File: config.mk
export PLATFORM = sky130hd
export DESIGN_NAME = game_sequencer_flat
export DESIGN_NICKNAME = d
export VERILOG_FILES = /design/src/rtl/game_pkg.sv /design/src/rtl/game_sequencer_if.sv /design/src/rtl/game_sequencer_frame_tick_gen.sv /design/src/rtl/game_sequencer.sv /design/src/flat_wrapper.sv
export SDC_FILE = /design/constraint.sdc
export NUM_CORES = 1
export LEC_CHECK = 0
export ABC_AREA = 1
export CORE_ASPECT_RATIO = 1.4
export CORE_UTILIZATION = 40
export DETAILED_ROUTE_END_ITERATION = 8
export GPL_TIMING_DRIVEN = 0
export PLACE_DENSITY = 0.66
export SLEW_MARGIN = 20
export SYNTH_ARGS = -nofsm -noshare
export SYNTH_HDL_FRONTEND = slang
export SYNTH_HIERARCHICAL = 1
export SYNTH_SLANG_ARGS = --single-unit
File: constraint.sdc
create_clock -name clk_display -period 1.55 [get_ports clk_display]
set_input_delay 0.2325 -clock clk_display [delete_from_list [all_inputs] [get_ports clk_display]]
set_output_delay 0.2325 -clock clk_display [all_outputs]
set_load 0.03 [all_outputs]
File: src/rtl/game_pkg.sv
// Shared types and constants for the dinosaur game run-control sequencer.
// GAME_SEQ_PAUSE_EN widens the state encoding to 3 bits and adds PAUSE.
package game_pkg;

`ifdef GAME_SEQ_PAUSE_EN
  typedef enum logic [2:0] {
    IDLE  = 3'b000,
    ARMED = 3'b001,
    RUN   = 3'b010,
    OVER  = 3'b011,
    PAUSE = 3'b100
  } state_e;
`else
  typedef enum logic [1:0] {
    IDLE  = 2'b00,
    ARMED = 2'b01,
    RUN   = 2'b10,
    OVER  = 2'b11
  } state_e;
`endif

  localparam logic [15:0] LED_OFF   = 16'h0000;
  localparam logic [15:0] LED_RUN   = 16'hFFFF;
  localparam logic [15:0] LED_OVER  = 16'h00FF;
  localparam logic [15:0] LED_PAUSE = 16'hF0F0;

  localparam logic [3:0] SPEED_MIN_DEF = 4'd2;
  localparam logic [3:0] SPEED_MAX_DEF = 4'd9;

  function automatic logic [15:0] led_pattern(input state_e s);
    logic [15:0] pat;
    pat = LED_OFF;
    case (s)
      RUN:     pat = LED_RUN;
      OVER:    pat = LED_OVER;
`ifdef GAME_SEQ_PAUSE_EN
      PAUSE:   pat = LED_PAUSE;
`endif
      default: pat = LED_OFF;
    endcase
    return pat;
  endfunction

endpackage

File: src/rtl/game_sequencer_if.sv
// Keyboard/video/score inputs and run-control outputs of the game sequencer.
// GAME_SEQ_PAUSE_EN adds the pause_hit key qualifier.
interface game_sequencer_if;
  logic        key_valid;
  logic        key_hit;
  logic        vs;
  logic        px_dinosaur;
  logic        px_cactus;
  logic [15:0] score;
`ifdef GAME_SEQ_PAUSE_EN
  logic        pause_hit;
`endif
  logic        game_status;
  logic        stop_s;
  logic        start_pulse;
  logic        jump_req;
  logic [3:0]  speed;
  logic [15:0] led;

  modport master (
    output key_valid, key_hit, vs, px_dinosaur, px_cactus, score,
`ifdef GAME_SEQ_PAUSE_EN
    output pause_hit,
`endif
    input  game_status, stop_s, start_pulse, jump_req, speed, led
  );

  modport slave (
    input  key_valid, key_hit, vs, px_dinosaur, px_cactus, score,
`ifdef GAME_SEQ_PAUSE_EN
    input  pause_hit,
`endif
    output game_status, stop_s, start_pulse, jump_req, speed, led
  );
endinterface

File: src/rtl/game_sequencer_frame_tick_gen.sv
// Vertical-sync falling-edge detector: frame_tick is combinational off one vs register.
// Latency: frame_tick same cycle as vs falls; no backpressure.
module frame_tick_gen (
  input  logic clk_display,
  input  logic rst_d,
  input  logic vs,
  output logic frame_tick,
  output logic in_active
);
  logic vs_q;

  always_ff @(posedge clk_display or posedge rst_d) begin
    if (rst_d) begin
      vs_q <= 1'b1;
    end else begin
      vs_q <= vs;
    end
  end

  assign frame_tick = vs_q & ~vs;
  assign in_active  = vs;
endmodule

File: src/rtl/game_sequencer.sv
// Run-control FSM for the dinosaur game (start/jump/collision/speed); optional pause via GAME_SEQ_PAUSE_EN.
// Latency: all outputs registered, one cycle after the deciding input; no backpressure.
module game_sequencer
  import game_pkg::*;
#(
  parameter logic [3:0]  SPEED_MIN     = SPEED_MIN_DEF,
  parameter logic [3:0]  SPEED_MAX     = SPEED_MAX_DEF,
  parameter int unsigned COLL_MIN      = 8,
  parameter int unsigned JUMP_COOLDOWN = 3
) (
  input  logic            clk_display,
  input  logic            rst_d,
  game_sequencer_if.slave bus
);
  localparam logic [3:0] COOL_INIT = 4'(JUMP_COOLDOWN);

  state_e      state_q, state_d;
  logic        frame_tick, in_active;
  logic        ready_q;
  logic [7:0]  ovl_q, ovl_d;
  logic [3:0]  cool_q, cool_d;
  logic [3:0]  hund_q, hund_d;
  logic [3:0]  speed_q, speed_d;
  logic        start_q, start_d;
  logic        jump_q, jump_d;
  logic        game_status_q, stop_s_q;
  logic [15:0] led_q;
  logic        press, pause_press, hit, coll, frozen;
  logic        unused_score;

  frame_tick_gen u_frame (
    .clk_display (clk_display),
    .rst_d       (rst_d),
    .vs          (bus.vs),
    .frame_tick  (frame_tick),
    .in_active   (in_active)
  );

  // ready_q masks a key held across reset release
  assign press = bus.key_valid & bus.key_hit & ready_q;
`ifdef GAME_SEQ_PAUSE_EN
  assign pause_press = bus.key_valid & bus.pause_hit & ready_q;
  assign frozen      = (state_q == PAUSE);
`else
  assign pause_press = 1'b0;
  assign frozen      = 1'b0;
`endif
  assign hit  = in_active & bus.px_dinosaur & bus.px_cactus;
  assign coll = hit && ((32'(ovl_q) + 32'd1) >= COLL_MIN);
  assign unused_score = ^{bus.score[15:12], bus.score[7:0]};

  always_comb begin
    state_d = state_q;
    ovl_d   = ovl_q;
    cool_d  = cool_q;
    hund_d  = hund_q;
    speed_d = speed_q;
    start_d = 1'b0;
    jump_d  = 1'b0;

    if (frame_tick && !frozen) begin
      ovl_d = 8'd0;
      if (cool_q != 4'd0) cool_d = cool_q - 4'd1;
    end

    case (state_q)
      IDLE: begin
        if (press) begin
          start_d = 1'b1;
          speed_d = SPEED_MIN;
          ovl_d   = 8'd0;
          state_d = ARMED;
        end
      end
      ARMED: begin
        if (!in_active) state_d = RUN;
      end
      RUN: begin
        if (hit && ovl_q != 8'hFF) ovl_d = ovl_q + 8'd1;
        // speed follows the hundreds digit even on the collision cycle
        if (bus.score[11:8] != hund_q) begin
          hund_d  = bus.score[11:8];
          speed_d = (speed_q >= SPEED_MAX) ? SPEED_MAX : speed_q + 4'd1;
        end
        if (coll) begin
          state_d = OVER;
`ifdef GAME_SEQ_PAUSE_EN
        end else if (pause_press) begin
          state_d = PAUSE;
`endif
        end else if (press && cool_q == 4'd0) begin
          jump_d = 1'b1;
          cool_d = COOL_INIT;
        end
      end
      OVER: begin
        if (press) begin
          start_d = 1'b1;
          cool_d  = 4'd0;
          hund_d  = 4'd0;
          speed_d = SPEED_MIN;
          ovl_d   = 8'd0;
          state_d = ARMED;
        end
      end
`ifdef GAME_SEQ_PAUSE_EN
      PAUSE: begin
        if (pause_press) state_d = ARMED;
      end
`endif
      default: state_d = IDLE;
    endcase
  end

  always_ff @(posedge clk_display or posedge rst_d) begin
    if (rst_d) begin
      state_q       <= IDLE;
      ready_q       <= 1'b0;
      ovl_q         <= 8'd0;
      cool_q        <= 4'd0;
      hund_q        <= 4'd0;
      speed_q       <= SPEED_MIN;
      start_q       <= 1'b0;
      jump_q        <= 1'b0;
      game_status_q <= 1'b0;
      stop_s_q      <= 1'b0;
      led_q         <= LED_OFF;
    end else begin
      state_q       <= state_d;
      ready_q       <= 1'b1;
      ovl_q         <= ovl_d;
      cool_q        <= cool_d;
      hund_q        <= hund_d;
      speed_q       <= speed_d;
      start_q       <= start_d;
      jump_q        <= jump_d;
      game_status_q <= (state_d == RUN);
      stop_s_q      <= (state_d == OVER);
      led_q         <= led_pattern(state_d);
    end
  end

  assign bus.game_status = game_status_q;
  assign bus.stop_s      = stop_s_q;
  assign bus.start_pulse = start_q;
  assign bus.jump_req    = jump_q;
  assign bus.speed       = speed_q;
  assign bus.led         = led_q;
endmodule

File: src/flat_wrapper.sv
// flat-port wrapper written by rule: the top's interface ports become plain ports
module game_sequencer_flat import game_pkg::*;
#(
  parameter logic [3:0]  SPEED_MIN     = SPEED_MIN_DEF,
  parameter logic [3:0]  SPEED_MAX     = SPEED_MAX_DEF,
  parameter int unsigned COLL_MIN      = 8,
  parameter int unsigned JUMP_COOLDOWN = 3
)
  (clk_display, rst_d, bus_key_valid, bus_key_hit, bus_vs, bus_px_dinosaur, bus_px_cactus, bus_score, bus_game_status, bus_stop_s, bus_start_pulse, bus_jump_req, bus_speed, bus_led);
  game_sequencer_if bus_i ();
  input  logic clk_display;
  input  logic rst_d;
  input wire logic [$bits(bus_i.key_valid)-1:0] bus_key_valid;
  input wire logic [$bits(bus_i.key_hit)-1:0] bus_key_hit;
  input wire logic [$bits(bus_i.vs)-1:0] bus_vs;
  input wire logic [$bits(bus_i.px_dinosaur)-1:0] bus_px_dinosaur;
  input wire logic [$bits(bus_i.px_cactus)-1:0] bus_px_cactus;
  input wire logic [$bits(bus_i.score)-1:0] bus_score;
  output wire logic [$bits(bus_i.game_status)-1:0] bus_game_status;
  output wire logic [$bits(bus_i.stop_s)-1:0] bus_stop_s;
  output wire logic [$bits(bus_i.start_pulse)-1:0] bus_start_pulse;
  output wire logic [$bits(bus_i.jump_req)-1:0] bus_jump_req;
  output wire logic [$bits(bus_i.speed)-1:0] bus_speed;
  output wire logic [$bits(bus_i.led)-1:0] bus_led;
  assign bus_i.key_valid = bus_key_valid;
  assign bus_i.key_hit = bus_key_hit;
  assign bus_i.vs = bus_vs;
  assign bus_i.px_dinosaur = bus_px_dinosaur;
  assign bus_i.px_cactus = bus_px_cactus;
  assign bus_i.score = bus_score;
  assign bus_game_status = bus_i.game_status;
  assign bus_stop_s = bus_i.stop_s;
  assign bus_start_pulse = bus_i.start_pulse;
  assign bus_jump_req = bus_i.jump_req;
  assign bus_speed = bus_i.speed;
  assign bus_led = bus_i.led;
  game_sequencer #(.SPEED_MIN(SPEED_MIN), .SPEED_MAX(SPEED_MAX), .COLL_MIN(COLL_MIN), .JUMP_COOLDOWN(JUMP_COOLDOWN)) u_core (.clk_display(clk_display), .rst_d(rst_d), .bus(bus_i));
endmodule
==> results.md <==
* Status: finished, violations left
* Failing checks: setup timing
* Leading area contributor after synthesis: dfrtp_1
* Post-synthesis cell type count at 34
* Minimum hold slack at 0.261 ns
* Final WS setup at -0.107 ns
* Slowest cell on crit path: dfrtp_2
* CP Class: reg -> reg
* Post-synthesis sequential area ratio at 0.377
* TNS Setup at -0.905 ns
* Fillers at 433
* Post-DR wirelength/cell at 11.8 um
* CTS tree: yes
* Area share of the largest cell type after synthesis at 0.349
* Worst-margin pin slew at 0.600 ns
* Pleak at 1.34 nW
* First-pass GRT wire length at 6980 um
* Die H at 82.8 um
* Final Non-Filler Cells at 357
* Internal at 0.00258 W
* CP Cell Sequence: ha_4 -> nand2_4 -> nor2_4 -> nand3_2 -> nand2_2 -> nand3_2 -> o21bai_4 -> nand2_1 -> nand2_1 -> nand2_1 -> nand2_2 -> nand2_2 -> nor2_2
* Vias per std cell at 4.65
* Worst Hold Class: in -> reg
* PD cells at 1780 mW/mm^2
* Clk slew on worst S/H paths at 0.10 ns
* Crit share post-route at 1.07
* Nets at 328
* Residual DRC count at 0
* Initial antenna violation count at 0
* Port bufs at 34
* Synth Area per Inst at 7.83 um^2
* Routability cong. at 0.809
* Comb pwr share at 0.676
* Root buf cell: clkbuf_8
* Post-route ant nets at 0
* Diode count at 0
* Tot GR Track Use at 0.183
* Die Area at 0.00494 mm^2
* CTS Buffer Depth at 2
* Area growth, synth to finish at 45.3%
* Floorplan core area at 0.00450 mm^2
* Clk_lat worst skew at 0.27 ns
* Sw Pwr at 0.00225 W
* Worst vdd ir at 1.15 mV
* Vias in the first global route at 1605
* Share of cells above drive strength 1 at 0.380
* Reg power frac at 0.241
* DP HPWL at 2920 um
* Netlist Area Pre-Place at 0.00186 mm^2
* CP required at 1.76 ns
* Rows at 29
* Ys Warns at 6
* Crit path buffers/inverters at 0
* Clk sinks at 28
* Synth top area cells: dfrtp_1 35%, nand2_1 8.7%, inv_1 7.5%
* Fmax at 603 MHz
* First-pass DRT Iterations at 6
* Worst Path Max Fanout at 4
* Max-cap violation count at 0
* Vias at 1659
* IO Pins at 47
* Crit end category: flip-flop
* Synthesis-stage register bit count at 28
* Slew Limit Fails at 0
* Routed wire length at 4200 um
* CTS H-tree depth at 1
* DRT iter0 DRCs at 35
* TritonCTS Buffers at 3
* CP delay by family, top: simple AND/OR/NAND/NOR gates
* Pin count of the biggest net entering global routing at 28
* Setup violators final at 17
* Hold_buf cts at 0
* Die W at 59.7 um
* Gate Count Post-Synth at 238
* Final hold vios at 0
* Slew margin rel. at 0.599
* Switch share at 0.465
* Inst Count DP at 334
* Element type at the critical path start: flip-flop
* Clk pwr share at 0.083
* RSZ-0062 raised after global routing: true
* Initial Util at 0.414
* Tmin final at 1.66 ns
* Syn nets at 270
* CP max stage delay at 0.42 ns
* GRT overflow at 0
* WP data arrival at 1.86 ns
* Worst-case clock skew at 0.00474 ns
## layout by cell type (no fill, tap or decap), drive strengths merged, types with 2 or more instances in the layout
cell            n
nor3            4
clkbuf          5
ha              9
a22oi           2
o211ai          2
xnor2           3
nor2           18
o21bai          3
xor2            3
nand2          50
dlymetal6s2s    3
dlygate4sd2    13
a31oi           3
o22ai           3
dfrtp          26
o21ai          21
buf            45
a21oi          10
nand3          11
nand4           4
clkdlybuf4s50  10
dfstp           2
inv            39
## cells by family (layout without fill, tap and decap cells)
logic type | Yosys count | after routing | synth area share
and+or+nand+nor | 89 | 89 | 0.228
buffers and inverters | 59 | 116 | 0.161
AOI/OAI and AO/OA | 46 | 46 | 0.142
DFF | 28 | 28 | 0.377
adders and majority gates | 9 | 9 | 0.0604
xor gates and xnor gates | 6 | 6 | 0.0282
other | 1 | 1 | 0.00201
## worst reg2reg max path, cell delays in order (launching register included)
cell and delay [ns]:
dfrtp_2 0.42, ha_4 0.18, nand2_4 0.06, nor2_4 0.11, nand3_2 0.07, nand2_2 0.09, nand3_2 0.09, o21bai_4 0.16
nand2_1 0.07, nand2_1 0.06, nand2_1 0.06, nand2_2 0.11, nand2_2 0.07, nor2_2 0.07
## synthesized netlist by cell type (all sizes together)
master,count
a21oi,10
a22oi,2
a31o,1
a31oi,3
buf,19
clkbuf,1
conb,1
dfrtp,26
dfstp,2
ha,9
inv,39
nand2,50
nand3,11
nand4,4
nor2,18
nor3,4
nor3b,1
o211ai,2
o21ai,21
o21bai,3
o22ai,3
o31ai,1
or2,1
xnor2,3
xor2,3
## area by class of cell
cell class / instances / area (um^2) / share of cell area
multi-input cells: 151 / 1070 / 0.397
flip-flops and latches: 28 / 709 / 0.262
repair buffers: 53 / 477 / 0.176
plain buffers: 20 / 161 / 0.0596
inverters: 39 / 161 / 0.0596
well taps: 62 / 77.6 / 0.0287
clock buffers: 4 / 45.0 / 0.0166
## state kept, by name, summed over array words and instances (netlist names)
signal	cells
u_core/bus.speed	4
u_core/state_q	2
u_core/bus.start_pulse	1
u_core/bus.jump_req	1
u_core/u_frame/vs_q	1
u_core/ready_q	1
u_core/bus.game_status	1
u_core/bus.stop_s	1
u_core/ovl_q	8
u_core/hund_q	4
u_core/cool_q	4
## metrics by stage
stage	setup WS, ns	power, W	area (um^2)	util
floorplan	-0.0123	0.00300	1890	-
global placement	-0.563	0.00381	2310	0.513
CTS	-0.0708	0.00454	2540	0.564
global route	-0.218	0.00516	2710	0.602
finish	-0.107	0.00482	2710	0.602
detailed placement	-0.567	0.00383	2310	0.513
## path summary, 6_finish.rpt
path | from | endpoint | slack, ns | cells past startpoint
max | u_core/ovl_q[0] | u_core/bus.game_status | -0.11 | 13
min | bus_vs | u_core/u_frame/vs_q | 0.26 | 1
max reg2reg | u_core/ovl_q[0] | u_core/bus.game_status | -0.11 | 13
min reg2reg | u_core/hund_q[0] | u_core/hund_q[0] | 0.51 | 2
max in group asynchronous | rst_d | u_core/ovl_q[0] | 0.74 | 2
min in group asynchronous | rst_d | u_core/u_frame/vs_q | 0.33 | 2
## per-layer routing
layer / GRT usage / vias up / wire length (um)
li1: - / 861 / -
met1: 0.209 / 775 / 1700
met2: 0.357 / 21 / 2410
met3: 0.0187 / 2 / 70
met4: 0.0349 / 0 / 23
met5: 0 / - / 0
## timing repair
item | CTS | global route
buffers inserted | 15 | 4
resized for setup | 58 | 53
setup endpoints to repair | 44 | 30
pin swaps | 9 | 17
cloned | 0 | 0
## power by group through the flow
stage | registers [W] | clock network (W) | logic [W]
2_1_floorplan | 0.00129 | 0 | 0.00171
5_1_grt | 0.00119 | 0.000441 | 0.00353
3_3_place_gp | 0.00120 | 0 | 0.00261
3_5_place_dp | 0.00121 | 0 | 0.00262
4_1_cts | 0.00115 | 0.000422 | 0.00297
6_report | 0.00116 | 0.000401 | 0.00326
(Power assumes the default switching activity.)
